$ cat src/rtl/mem_pkg.sv
// Shared encodings and helpers for the MEM-stage data bus sequencer.
package mem_pkg;

  localparam logic [1:0] SIZE_WORD = 2'b00;
  localparam logic [1:0] SIZE_HALF = 2'b01;
  localparam logic [1:0] SIZE_BYTE = 2'b10;
  localparam logic [1:0] SIZE_NONE = 2'b11;

  typedef enum logic [1:0] {
    IDLE  = 2'b00,
    BEAT0 = 2'b01,
    BEAT1 = 2'b10,
    RESP  = 2'b11
  } state_t;

  function automatic logic [3:0] size_to_mask(input logic [1:0] size);
    case (size)
      SIZE_WORD: return 4'b1111;
      SIZE_HALF: return 4'b0011;
      SIZE_BYTE: return 4'b0001;
      default:   return 4'b0000;
    endcase
  endfunction

  // An access crosses a word boundary when its shifted mask spills into the next word.
  function automatic logic crosses_word(input logic [1:0] size, input logic [1:0] offset);
    logic [7:0] wide;
    wide = {4'b0000, size_to_mask(size)} << offset;
    return wide[7:4] != 4'b0000;
  endfunction

endpackage

$ cat src/rtl/mem_lane_align.sv
// Byte-lane steering: store byte enables / data shifting per beat and load data extraction.
module mem_lane_align
  import mem_pkg::*;
(
  input  logic [1:0]  size,
  input  logic [1:0]  offset,
  input  logic        beat,
  input  logic [31:0] wdata,
  input  logic [63:0] rword,
  input  logic        is_unsigned,
  output logic [3:0]  be,
  output logic [31:0] wdata_sh,
  output logic [31:0] rdata
);

  logic [4:0]  shamt;
  logic [7:0]  be_wide;
  logic [63:0] wd_wide;
  logic [31:0] rd_word;

  assign shamt    = {offset, 3'b000};
  assign be_wide  = {4'b0000, size_to_mask(size)} << offset;
  assign wd_wide  = {32'h0000_0000, wdata} << shamt;
  assign rd_word  = 32'(rword >> shamt);

  // The upper half of each widened vector is exactly what the second beat carries.
  assign be       = beat ? be_wide[7:4] : be_wide[3:0];
  assign wdata_sh = beat ? wd_wide[63:32] : wd_wide[31:0];

  always_comb begin
    rdata = rd_word;
    case (size)
      SIZE_HALF: rdata = {{16{rd_word[15] & ~is_unsigned}}, rd_word[15:0]};
      SIZE_BYTE: rdata = {{24{rd_word[7] & ~is_unsigned}}, rd_word[7:0]};
      SIZE_NONE: rdata = 32'h0000_0000;
      default:   rdata = rd_word;
    endcase
  end

endmodule

$ cat src/rtl/mem_access_seq.sv
// MEM-stage access sequencer: req/ack bus beats, misaligned splitting and ack watchdog.
// Optional macro MISALIGN_TRAP_EN faults word-crossing accesses instead of splitting them.
module mem_access_seq
  import mem_pkg::*;
#(
  parameter int ACK_TIMEOUT = 255,
  parameter int ADDR_W      = 32
) (
  input  logic              clk,
  input  logic              rst,
  input  logic              req_valid,
  input  logic              req_write,
  input  logic [1:0]        req_size,
  input  logic              req_unsigned,
  input  logic [ADDR_W-1:0] req_addr,
  input  logic [31:0]       req_wdata,
  output logic              stall,
  output logic              done,
  output logic [31:0]       rdata,
  output logic              fault,
  output logic              bus_req,
  output logic              bus_we,
  output logic [ADDR_W-1:0] bus_addr,
  output logic [3:0]        bus_be,
  output logic [31:0]       bus_wdata,
  input  logic              bus_ack,
  input  logic [31:0]       bus_rdata
);

  state_t            state, state_next;
  logic [1:0]        size_q, off_q;
  logic              write_q, unsigned_q, fault_q;
  logic [ADDR_W-3:0] word_q, word_next;
  logic [31:0]       wdata_q, d0_q, d1_q, wd_cnt;
  logic              active, in_beat, timeout;
  logic [3:0]        beat_be;
  logic [31:0]       beat_wdata, rdata_ext;
`ifdef MISALIGN_TRAP_EN
  logic              crossing_req;
  assign crossing_req = crosses_word(req_size, req_addr[1:0]);
`endif

  assign active    = req_valid && (req_size != SIZE_NONE);
  assign in_beat   = (state == BEAT0) || (state == BEAT1);
  assign word_next = word_q + (ADDR_W-2)'(1);
  assign timeout   = (ACK_TIMEOUT != 0) && in_beat && !bus_ack &&
                     (wd_cnt == 32'(ACK_TIMEOUT - 1));

  mem_lane_align u_align (
    .size        (size_q),
    .offset      (off_q),
    .beat        (state == BEAT1),
    .wdata       (wdata_q),
    .rword       ({d1_q, d0_q}),
    .is_unsigned (unsigned_q),
    .be          (beat_be),
    .wdata_sh    (beat_wdata),
    .rdata       (rdata_ext)
  );

  always_ff @(posedge clk or posedge rst) begin
    if (rst) state <= IDLE;
    else     state <= state_next;
  end

  always_comb begin
    state_next = state;
    case (state)
      IDLE: begin
        if (active) begin
`ifdef MISALIGN_TRAP_EN
          state_next = crossing_req ? RESP : BEAT0;
`else
          state_next = BEAT0;
`endif
        end
      end
      BEAT0: begin
        if (bus_ack)      state_next = crosses_word(size_q, off_q) ? BEAT1 : RESP;
        else if (timeout) state_next = RESP;
      end
      BEAT1: begin
        if (bus_ack || timeout) state_next = RESP;
      end
      RESP:    state_next = IDLE;
      default: state_next = IDLE;
    endcase
  end

  // Request fields are captured once in IDLE; the watchdog restarts on every state change.
  always_ff @(posedge clk or posedge rst) begin
    if (rst) begin
      size_q     <= SIZE_WORD;
      off_q      <= 2'b00;
      write_q    <= 1'b0;
      unsigned_q <= 1'b0;
      fault_q    <= 1'b0;
      word_q     <= '0;
      wdata_q    <= 32'h0;
      d0_q       <= 32'h0;
      d1_q       <= 32'h0;
      wd_cnt     <= 32'h0;
    end else begin
      if (state_next != state) wd_cnt <= 32'h0;
      else if (in_beat)        wd_cnt <= wd_cnt + 32'd1;

      if (state == IDLE && active) begin
        size_q     <= req_size;
        off_q      <= req_addr[1:0];
        word_q     <= req_addr[ADDR_W-1:2];
        write_q    <= req_write;
        unsigned_q <= req_unsigned;
        wdata_q    <= req_wdata;
`ifdef MISALIGN_TRAP_EN
        fault_q    <= crossing_req;
`else
        fault_q    <= 1'b0;
`endif
      end else if (timeout) begin
        fault_q <= 1'b1;
      end

      if (state == BEAT0 && bus_ack) d0_q <= bus_rdata;
      if (state == BEAT1 && bus_ack) d1_q <= bus_rdata;
    end
  end

  always_comb begin
    bus_req   = 1'b0;
    bus_we    = 1'b0;
    bus_addr  = '0;
    bus_be    = 4'b0000;
    bus_wdata = 32'h0;
    done      = 1'b0;
    fault     = 1'b0;
    rdata     = 32'h0;
    case (state)
      BEAT0: begin
        bus_req   = 1'b1;
        bus_we    = write_q;
        bus_addr  = {word_q, 2'b00};
        bus_be    = beat_be;
        bus_wdata = beat_wdata;
      end
      BEAT1: begin
        bus_req   = 1'b1;
        bus_we    = write_q;
        bus_addr  = {word_next, 2'b00};
        bus_be    = beat_be;
        bus_wdata = beat_wdata;
      end
      RESP: begin
        done  = 1'b1;
        fault = fault_q;
        if (!fault_q && !write_q) rdata = rdata_ext;
      end
      default: ;
    endcase
  end

  assign stall = active && !done;

endmodule

$ cat config.mk
export PLATFORM = sky130hd
export DESIGN_NAME = mem_access_seq
export DESIGN_NICKNAME = d
export VERILOG_FILES = /design/src/rtl/mem_pkg.sv /design/src/rtl/mem_lane_align.sv /design/src/rtl/mem_access_seq.sv
export SDC_FILE = /design/constraint.sdc
export NUM_CORES = 1
export LEC_CHECK = 0
export ABC_AREA = 1
export BUFFER_PORTS_ARGS = -buffer_cell sky130_fd_sc_hd__clkbuf_2
export CAP_MARGIN = 15
export CORE_ASPECT_RATIO = 2
export CORE_MARGIN = 2
export CORE_UTILIZATION = 50
export CTS_BUF_LIST = sky130_fd_sc_hd__clkbuf_8
export DETAILED_ROUTE_END_ITERATION = 7
export GPL_ROUTABILITY_DRIVEN = 0
export PLACE_DENSITY_LB_ADDON = 0.25
export SLEW_MARGIN = 30
export SYNTH_ARGS = -nofsm -noshare
export SYNTH_HDL_FRONTEND = slang
export SYNTH_HIERARCHICAL = 1
export SYNTH_SLANG_ARGS = --single-unit
$ cat constraint.sdc
create_clock -name clk -period 5.8 [get_ports clk]
set_clock_uncertainty 0.2 [all_clocks]
set_input_delay 0.87 -clock clk [delete_from_list [all_inputs] [get_ports clk]]
set_output_delay 0.87 -clock clk [all_outputs]
set_load 0.05 [all_outputs]
==> impl_results.md, run 1 <==
- Met1 Use GR: 0.301
- Unrepaired setup endpoints after global routing: false
- Skew-Pair Late Insertion Delay: between 400 and 500 ps
- Pwr Density: 606 nW/um2
- Element type at the critical path start: flop
- Detailed Route Iter0 Violations: 629
- Port Buf Inserts: 206
- Final Setup Violations: 0
- Met3 GRT Util: 0.0481
- Hold-fix buffers at CTS: 0
- Number of CTS-inserted buffers: 17
- Fillers: between 2000 and 2500
- YS warnings: 6
- Final Cycle Share: 0.702
- Slew HR: 0.387
- Clk slew on worst S/H paths: ~80 ps
- Fin. max-slew vios: 0
- WL per Instance: roughly 15 um
- Row count: 75
- Flop pwr share: 0.262
- Largest net degree at the start of global routing: between 100 and 150
- CP cell instances: inv_1, ha_2, buf_4, inv_2, a21oi_1, clkbuf_2
- Total grt overflow: 0
- Total setup buffers inserted after CTS: 0
- H-tree depth reported by CTS: 4
- Sw Ratio: 0.572
- Area of the core: between 20000 and 25000 um2
- Multi-input gate area: approximately 5500 um2
- Status: finished clean
- Synthesized area per cell: 7.03 um2
- Worst hold path stage count: 2
- P_leak: roughly 6.2 nW
- Root buf cell: clkbuf_8
- Top-Level Pins: between 200 and 250
- Final min period: 4070 ps
- NumNets Final: between 1500 and 2000
- TNS Setup: 0 ps
- Detail Route Antenna Nets: 0
- CP Data Required Time: about 4700 ps
- GR Util met2: 0.460
- Worst Path Max Fanout: 45
- Initial antenna violation count: 4
- Share of cells above drive strength 1: 0.226
- Crit path kind: reg -> out
- P_sw: ~0.0042 W
- Max cap viols: 0
- DRC: 0
- # clock sinks: 159
- Int Pwr: between 0.003 and 0.004 W
- Syn Inst Count: between 1500 and 2000
- Reg2Reg Depth: 10
- Die Span Y: around 210 um
- Die X: 108 um
- Clock power share: 0.107
- DP HPWL: ~22 mm
- Tightest Pin Transition: just over 900 ps
- WHS: ~290 ps
- Crit path DAT: 3000 ps
- Slowest cell on crit path: buf_4
- Initial Util: 0.511
- Max Freq: about 250 MHz
- Vias per cell: around 5.3
- Post-Route WL: around 29 mm
- Vias in the first global route: 9997
- Synthesis-to-layout area growth: 13.2%
- Post-Synthesis Cell Area: about 11000 um2
- TritonCTS clock tree: yes
- Pre-antenna DRT Iters: 5
- First-pass GRT wire length: about 47 mm
- Critical path's largest stage delay: between 400 and 500 ps
- Fin. Hold Viols: 0
- Post-CTS sizing: 0
- Maximum root-to-sink buffer count: 2
- Gr usage total: 0.262
- Worst Setup End Kind: output port
- Register area: 3980 um2
- GR peak layer: met2
- Comb pwr share: 0.631
- Final core utilization: 0.578
- Hold Path Class: reg -> reg
- Die area: approximately 23000 um2
- Maximum VDD drop: 504 uV
- Vias: 10400
placed cells by master (no fill, tap or decap), drive strengths merged, types with 9 or more instances in the layout:
cell type / n
nor3: 20
nor2: 136
buf: 11
dfrtp: 159
nand2: 451
inv: 222
o22ai: 21
nand4: 10
o21ai: 151
xor2: 19
ha: 9
a21oi: 38
mux2: 42
o211ai: 15
clkbuf: 225
nand3: 135
per-layer routing:
metal  up-vias  wire, um
li1       5178         -
met1      4826     11300
met2       352     15200
met3        72      1560
met4         4      1210
met5         -        27
sequential cells by signal, summed over array words and instances, names as in the netlist:
name,count
off_q,2
wd_cnt,32
d1_q,24
fault_q,1
state,2
size_q,2
unsigned_q,1
d0_q,32
write_q,1
word_q,30
wdata_q,32
critical path: cells and delay by family (launching register included):
kind,cells,cell delay (ps)
fa+ha+maj,1,450
flops,1,440
buf+inv,4,1280
compound gates,1,370
path summary, 6_finish.rpt:
kind,startpoint,to,slack (ps)
hold reg to reg,d0_q[7]$_DFFE_PP0P_,d0_q[7]$_DFFE_PP0P_,290
max in group asynchronous,rst,d1_q[10]$_DFFE_PP0P_,3930
hold / removal,d0_q[7]$_DFFE_PP0P_,d0_q[7]$_DFFE_PP0P_,290
min in group asynchronous,rst,wdata_q[9]$_DFFE_PP0P_,320
setup reg to reg,state[1]$_DFF_PP0_,wd_cnt[30]$_DFFE_PP0P_,2510
setup / recovery,state[1]$_DFF_PP0_,bus_addr[24],1730
power by group through the flow:
stage          clock (W)  sequential, W  combinational [W]
6_report        0.000787        0.00193            0.00465
5_1_grt         0.000861        0.00199            0.00510
4_1_cts         0.000812        0.00192            0.00464
2_1_floorplan          0        0.00183            0.00385
3_3_place_gp           0        0.00193            0.00457
3_5_place_dp           0        0.00194            0.00463
final cells by class:
class | instances | share of cell area
Tap cell | 269 | 0.0277
Clock inverter | 13 | 0.00948
Antenna cell | 2 | 0.000412
Clock buffer | 19 | 0.0215
Timing Repair Buffer | 217 | 0.0917
Sequential cell | 159 | 0.328
Inverter | 220 | 0.0687
Multi-Input combinational cell | 1071 | 0.453
stage by stage:
step                      power (W)  setup WS [ps]  instances  area [um2]
after detailed placement    0.00657           2260       1936       11800
after global placement      0.00650           2330       1936       11800
after global routing        0.00795           1550       1970       12100
after CTS                   0.00738           1740       1968       12100
final                       0.00736           1730       1970       12100
after floorplan             0.00568            438       1527       10700
Power figures use the tool's default switching activity.
==> run 2, diff against run 1 <==
==> constraint.sdc (replaced) <==
create_clock -name clk -period 3.5 [get_ports clk]
set_clock_uncertainty 0.2 [all_clocks]
set_input_delay 0.525 -clock clk [delete_from_list [all_inputs] [get_ports clk]]
set_output_delay 0.525 -clock clk [all_outputs]
set_load 0.05 [all_outputs]
==> run 2 against run 1 <==
Cell area up 2.2%. Routed wire length up 2.5%. First-iteration DRC count down 20%. Clock power up 80%. Hold slack worse by 250 ps. Sequential cell count unchanged.
==> impl_results.md, run 2 (same netlist as run 1, synthesis figures left out) <==
- Status: finished clean
- Element type at the critical path start: flop
- Critical path's largest stage delay: 550 ps (+90 ps)
- H-tree depth reported by CTS: 4 (unchanged)
- Die Span Y: 211 um (unchanged)
- Number of CTS-inserted buffers: 17 (unchanged)
- Design Area, Final: 12400 um2 (+2.2%)
- Hold Path Class: in -> reg
- Detailed Route Iter0 Violations: 506 (-20%)
- Final min period: about 3300 ps
- Total grt overflow: 0 (unchanged)
- Pwr Density: 1010 nW/um2 (+67%)
- DP HPWL: 22.7 mm (+3.4%)
- First-pass GRT wire length: 48.7 mm (+2.5%)
- Final Cycle Share: 0.955
- CP cell instances: inv_1, ha_2, inv_2, a211oi_1, clkbuf_2
- Crit path DAT: 2620 ps (-380 ps)
- Post-Route WL: 30.0 mm (+2.5%)
- Fin. max-slew vios: 0 (unchanged)
- Gr usage total: 0.270 (+0.00809)
- Fillers: 2111 (+0.67%)
- Initial Util: 0.511 (unchanged)
- Detail Route Antenna Nets: 0 (unchanged)
- Routed wl met3: 1.76 mm (+13%)
- Area of the core: 21000 um2 (unchanged)
- Slew HR: 0.452 (+0.0647)
- Clk slew on worst S/H paths: 110 ps (+30 ps)
- WL per Instance: 15.1 um (+1.8%)
- # clock sinks: 159 (unchanged)
- Pre-antenna DRT Iters: 6 (+1)
- Fin. Hold Viols: 0 (unchanged)
- Root buf cell: clkbuf_8
- TritonCTS clock tree: yes
- Final Setup Violations: 0 (unchanged)
- Top-Level Pins: 209 (unchanged)
- CP Data Required Time: 2770 ps (-1960 ps)
- Final total power: 0.0126 W (+71%)
- Most common cell after layout, fill and taps aside: nand2_1
- Tightest Pin Transition: 819 ps (-100 ps)
- Initial antenna violation count: 8 (+4)
- Crit path kind: reg -> out
- P_leak: 6.33 nW (+1.5%)
- Slowest cell on crit path: ha_2
- Share of cells above drive strength 1: 0.234 (+0.00835)
- DRT met1 WL: 11.1 mm (-1.5%)
- Dpl cell area: 11900 um2 (+1.0%)
- Vias: 10600 (+1.3%)
- Row count: 75 (unchanged)
- Worst Setup End Kind: output port
- Largest net degree at the start of global routing: 61 (-42%)
- Maximum root-to-sink buffer count: 2 (unchanged)
- Worst Path Max Fanout: 25 (-44%)
- Maximum VDD drop: 858 uV (+70%)
- Die area: 22700 um2 (unchanged)
- Highest metal used: met5
- Vias per cell: 5.32 (+0.56%)
- Commonest non-fill, non-tap cells in the layout: nand2_1 (439), inv_1 (208), clkbuf_2 (201), dfrtp_1 (158), o21ai_0 (139)
- Die X: 108 um (unchanged)
- NumNets Final: 1811 (+0.67%)
- Max cap viols: 0 (unchanged)
- Synthesis-to-layout area growth: 15.7%
- Port Buf Inserts: 206 (unchanged)
- Skew-Pair Late Insertion Delay: 480 ps (about the same)
- DRC: 0 (unchanged)
- Met2 Wirelength: 15.3 mm (+0.87%)
- Unrepaired setup endpoints after global routing: true
- Max Freq: about 300 MHz
- Vias in the first global route: 10200 (+1.7%)
- Top flop regs: d0_q x32, wd_cnt x32, wdata_q x32
## run 2: routing by layer
layer	global-route usage	up-vias
met4	0.159	6
li1	-	5195
met3	0.0540	112
met1	0.303	4824
met5	0	-
met2	0.468	433
## run 2: path summary, 6_finish.rpt
check,startpoint,end,slack (ps),cells after the start
max,state[1]$_DFF_PP0_,bus_addr[9],160,5
min,req_addr[18],word_q[16]$_DFFE_PP0P_,40,3
max reg2reg,state[1]$_DFF_PP0_,wd_cnt[26]$_DFFE_PP0P_,490,14
min reg2reg,d1_q[23]$_DFFE_PP0P_,d1_q[23]$_DFFE_PP0P_,290,2
max in group asynchronous,rst,word_q[4]$_DFFE_PP0P_,1850,4
min in group asynchronous,rst,wdata_q[2]$_DFFE_PP0P_,410,3
## run 2: power by group
group	internal (W)	total [W]	leakage [nW]	switching (W)
clock network	0.000555	0.00142	0.212	0.000862
registers	0.00255	0.00325	2.00	0.000699
logic	0.00226	0.00792	4.12	0.00566
## run 2: layout make-up
type                    instances  area (um2)  share of cell area
flip-flops and latches        159        3980               0.321
repair buffers                229        1300               0.105
clock inverters                15         189              0.0152
multi-input cells            1071        5530               0.445
well taps                     269         337              0.0271
inverters                     220         835              0.0672
diodes                          5        12.5             0.00101
clock buffers                  17         234              0.0188
## run 2: worst max-delay path: cells and delay by family (launching register included)
kind / cells / cell delay [ps]
buffers and inverters: 3 / 770
adder cells (fa/ha/maj): 1 / 550
flip-flops: 1 / 470
AO/OA/AOI/OAI: 1 / 340
## run 2: stage by stage
stage / setup WS [ps] / hold WS [ps] / setup TNS (ps) / cells / utilization
2_1_floorplan: 10.0 / 253 / 0 / 1527 / -
3_3_place_gp: 540 / 268 / 0 / 1943 / 0.565
3_5_place_dp: 469 / 275 / 0 / 1943 / 0.565
4_1_cts: 20.2 / 4.86 / 0 / 1977 / 0.587
5_1_grt: -1.27 / 25.7 / -1.27 / 1985 / 0.591
6_report: 156 / 38.0 / 0 / 1985 / 0.591
## run 2: what timing repair did
item / CTS / global route
resized for setup: 4 / 11
setup buffers: 1 / 3
pin swaps: 0 / 2
hold buffers: 1 / 0
setup endpoints to repair: 2 / 52
endpoints found under the hold margin: 19 / 0
==> run 3, diff against run 2 <==
--- a/config.mk
+++ b/config.mk
@@ -15,6 +15,7 @@
 export DETAILED_ROUTE_END_ITERATION = 7
 export GPL_ROUTABILITY_DRIVEN = 0
 export PLACE_DENSITY_LB_ADDON = 0.25
+export SKIP_LAST_GASP = 1
 export SLEW_MARGIN = 30
 export SYNTH_ARGS = -nofsm -noshare
 export SYNTH_HDL_FRONTEND = slang
==> constraint.sdc (replaced) <==
create_clock -name clk -period 3.2 [get_ports clk]
set_clock_uncertainty 0.2 [all_clocks]
set_input_delay 0.48 -clock clk [delete_from_list [all_inputs] [get_ports clk]]
set_output_delay 0.48 -clock clk [all_outputs]
set_load 0.05 [all_outputs]
==> run 3 against run 2 <==
The run now ends with negative setup slack left. Hold slack got worse by 18 ps. Sequential cell count did not move. Critical path depth rose by 7. Worst setup slack got worse by 190 ps. Via count rose by 2.3%. Clock power rose by 4%. Sequential share of layout area fell by 2.1 points. Sequential power rose by 9.2%. Critical endpoint is now bus_addr[26]. Largest cell class unchanged.
==> impl_results.md, run 3 (same netlist as run 1, synthesis figures left out) <==
- Layout Cells excl Fill: 2030 (+2.3%)
- P_leak: 6.67 nW (+5.3%)
- Die Span Y: 211 um (unchanged)
- H-tree depth reported by CTS: 4 (unchanged)
- Top flop regs: d0_q x32, wd_cnt x32, wdata_q x32
- Initial Util: 0.511 (unchanged)
- Worst Setup End Kind: output port
- Element type at the critical path start: flop
- Pwr Density: 1090 nW/um2 (+7.4%)
- DRT met1 WL: 11.6 mm (+5.0%)
- Hold EP: d0_q[26]$_DFFE_PP0P_
- Vias in the first global route: 10300 (+1.2%)
- Detail Route Antenna Nets: 0 (unchanged)
- Number of CTS-inserted buffers: 17 (unchanged)
- Pre-antenna DRT Iters: 5 (-1)
- Largest net degree at the start of global routing: 102 (+67%)
- Fin. max-slew vios: 0 (unchanged)
- Vias: 10800 (+2.3%)
- Worst r2r src: state[1]$_DFF_PP0_
- Final min period: 3240 ps
- DRC: 0 (unchanged)
- Met2 Wirelength: 16.5 mm (+7.9%)
- Max Freq: between 300 and 400 MHz
- Commonest non-fill, non-tap cells in the layout: nand2_1 (437), inv_1 (206), clkbuf_2 (168), dfrtp_1 (155), o21ai_0 (139)
- Worst Path Max Fanout: 5 (-80%)
- Total grt overflow: 0 (unchanged)
- Die X: 108 um (unchanged)
- Maximum root-to-sink buffer count: 2 (unchanged)
- Hold path start: bus_rdata[26]
- Area of the core: 21000 um2 (unchanged)
- Most common cell after layout, fill and taps aside: nand2_1
- Routed wl met3: 1.60 mm (-9.3%)
- WL per Instance: 15.3 um (+1.3%)
- Top-Level Pins: 209 (unchanged)
- Reg2Reg Capture Point: wd_cnt[13]$_DFFE_PP0P_
- # clock sinks: 159 (unchanged)
- Slew HR: 0.566 (+0.114)
- Synthesis-to-layout area growth: 24.0%
- Failing checks: negative setup slack
- Post-Route WL: 31.1 mm (+3.6%)
- Final Cycle Share: 1.01
- Clk slew on worst S/H paths: 110 ps (about the same)
- Fin. Hold Viols: 0 (unchanged)
- Highest metal used: met5
- Share of cells above drive strength 1: 0.254 (+0.0193)
- Final WS setup: -35.5 ps (-192 ps)
- Initial antenna violation count: 4 (-4)
- CP Data Required Time: 2520 ps (-250 ps)
- Gr usage total: 0.272 (+0.00202)
- Hold Path Class: in -> reg
- Unrepaired setup endpoints after global routing: true
- Crit path kind: reg -> out
- First-pass GRT wire length: 49.2 mm (+1.0%)
- Row count: 75 (unchanged)
- Port Buf Inserts: 206 (unchanged)
- TNS Setup: -51.3 ps (-51.3 ps)
- Detailed Route Iter0 Violations: 590 (+17%)
- Maximum VDD drop: 936 uV (+9.1%)
- Max cap viols: 0 (unchanged)
- NumNets Final: 1858 (+2.6%)
- DP HPWL: 22.3 mm (-2.0%)
- Tightest Pin Transition: 649 ps (-170 ps)
- Worst hold path stage count: 3 (unchanged)
- Status: finished, violations left
- Placed Instances: 1948 (+0.26%)
- Vias per cell: 5.32 (about the same)
- Root buf cell: clkbuf_8
- Die area: 22700 um2 (unchanged)
- Crit path DAT: 2560 ps (-60 ps)
- Skew-Pair Late Insertion Delay: 500 ps (+20 ps)
- Final Setup Violations: 2 (+2)
- TritonCTS clock tree: yes
- Reg2Reg Depth: 14 (unchanged)
- Slack of the worst reg-to-reg path: 590 ps (+100 ps)
==> run 3: what timing repair did <==
action,CTS,global route
setup buffers,6,9
setup endpoints to repair,56,88
endpoints found under the hold margin,43,1
hold buffers,29,1
gates cloned,0,2
pin swaps,5,14
resized for setup,29,71
==> run 3: critical path: stages, from the launching register on <==
cell	delay, ps
dfrtp_1	420
ha_2	240
nand3_4	90
nor2_4	140
nand2_4	80
nor2_4	110
nand3_4	130
nor2_4	190
nand2_2	90
o21ai_2	130
nand3_2	80
a21oi_2	180
buf_8	160
==> run 3: worst max path at each step <==
stage	from	end	slack (ps)	cells after the start
after CTS	word_q[1]$_DFFE_PP0P_	bus_addr[26]	-60	12
after global placement	word_q[1]$_DFFE_PP0P_	bus_addr[26]	350	12
after detailed placement	state[0]$_DFF_PP0_	bus_addr[7]	310	8
after floorplan	state[1]$_DFF_PP0_	bus_addr[11]	-240	6
final	word_q[1]$_DFFE_PP0P_	bus_addr[26]	-40	12
after global routing	word_q[14]$_DFFE_PP0P_	bus_addr[28]	-170	10
==> run 3: metal layers <==
metal  global-route usage  vias up
met5                    0        -
li1                     -     5295
met3               0.0454       90
met2                0.485      412
met1                0.307     5009
met4                0.139        2
==> run 3: per-stage QoR <==
step / instance area (um2) / utilization / hold WS, ps / setup WS (ps) / power, W
final: 13300 / 0.633 / 19.6 / -35.5 / 0.0145
after CTS: 13000 / 0.618 / 0.276 / -60.4 / 0.0141
after floorplan: 10700 / - / 253 / -245 / 0.0103
after global placement: 12200 / 0.578 / 268 / 355 / 0.0123
after detailed placement: 12200 / 0.578 / 273 / 309 / 0.0124
after global routing: 13300 / 0.633 / 3.25 / -169 / 0.0155
==> run 3: power by group <==
| group | internal [W] | total [W] | switching (W) |
|---|---|---|---|
| Combinational | 0.00295 | 0.00946 | 0.00650 |
| Sequential | 0.00279 | 0.00355 | 0.000763 |
| Clock | 0.000600 | 0.00148 | 0.000879 |
==> run 3: area by class of cell <==
type	instances	area [um2]
Fill cell	1972	7710
Multi-Input combinational cell	1072	5700
Sequential cell	159	3980
Timing Repair Buffer	275	2060
Inverter	220	840
Tap cell	269	337
Clock buffer	18	248
Clock inverter	14	138
Antenna cell	3	7.51
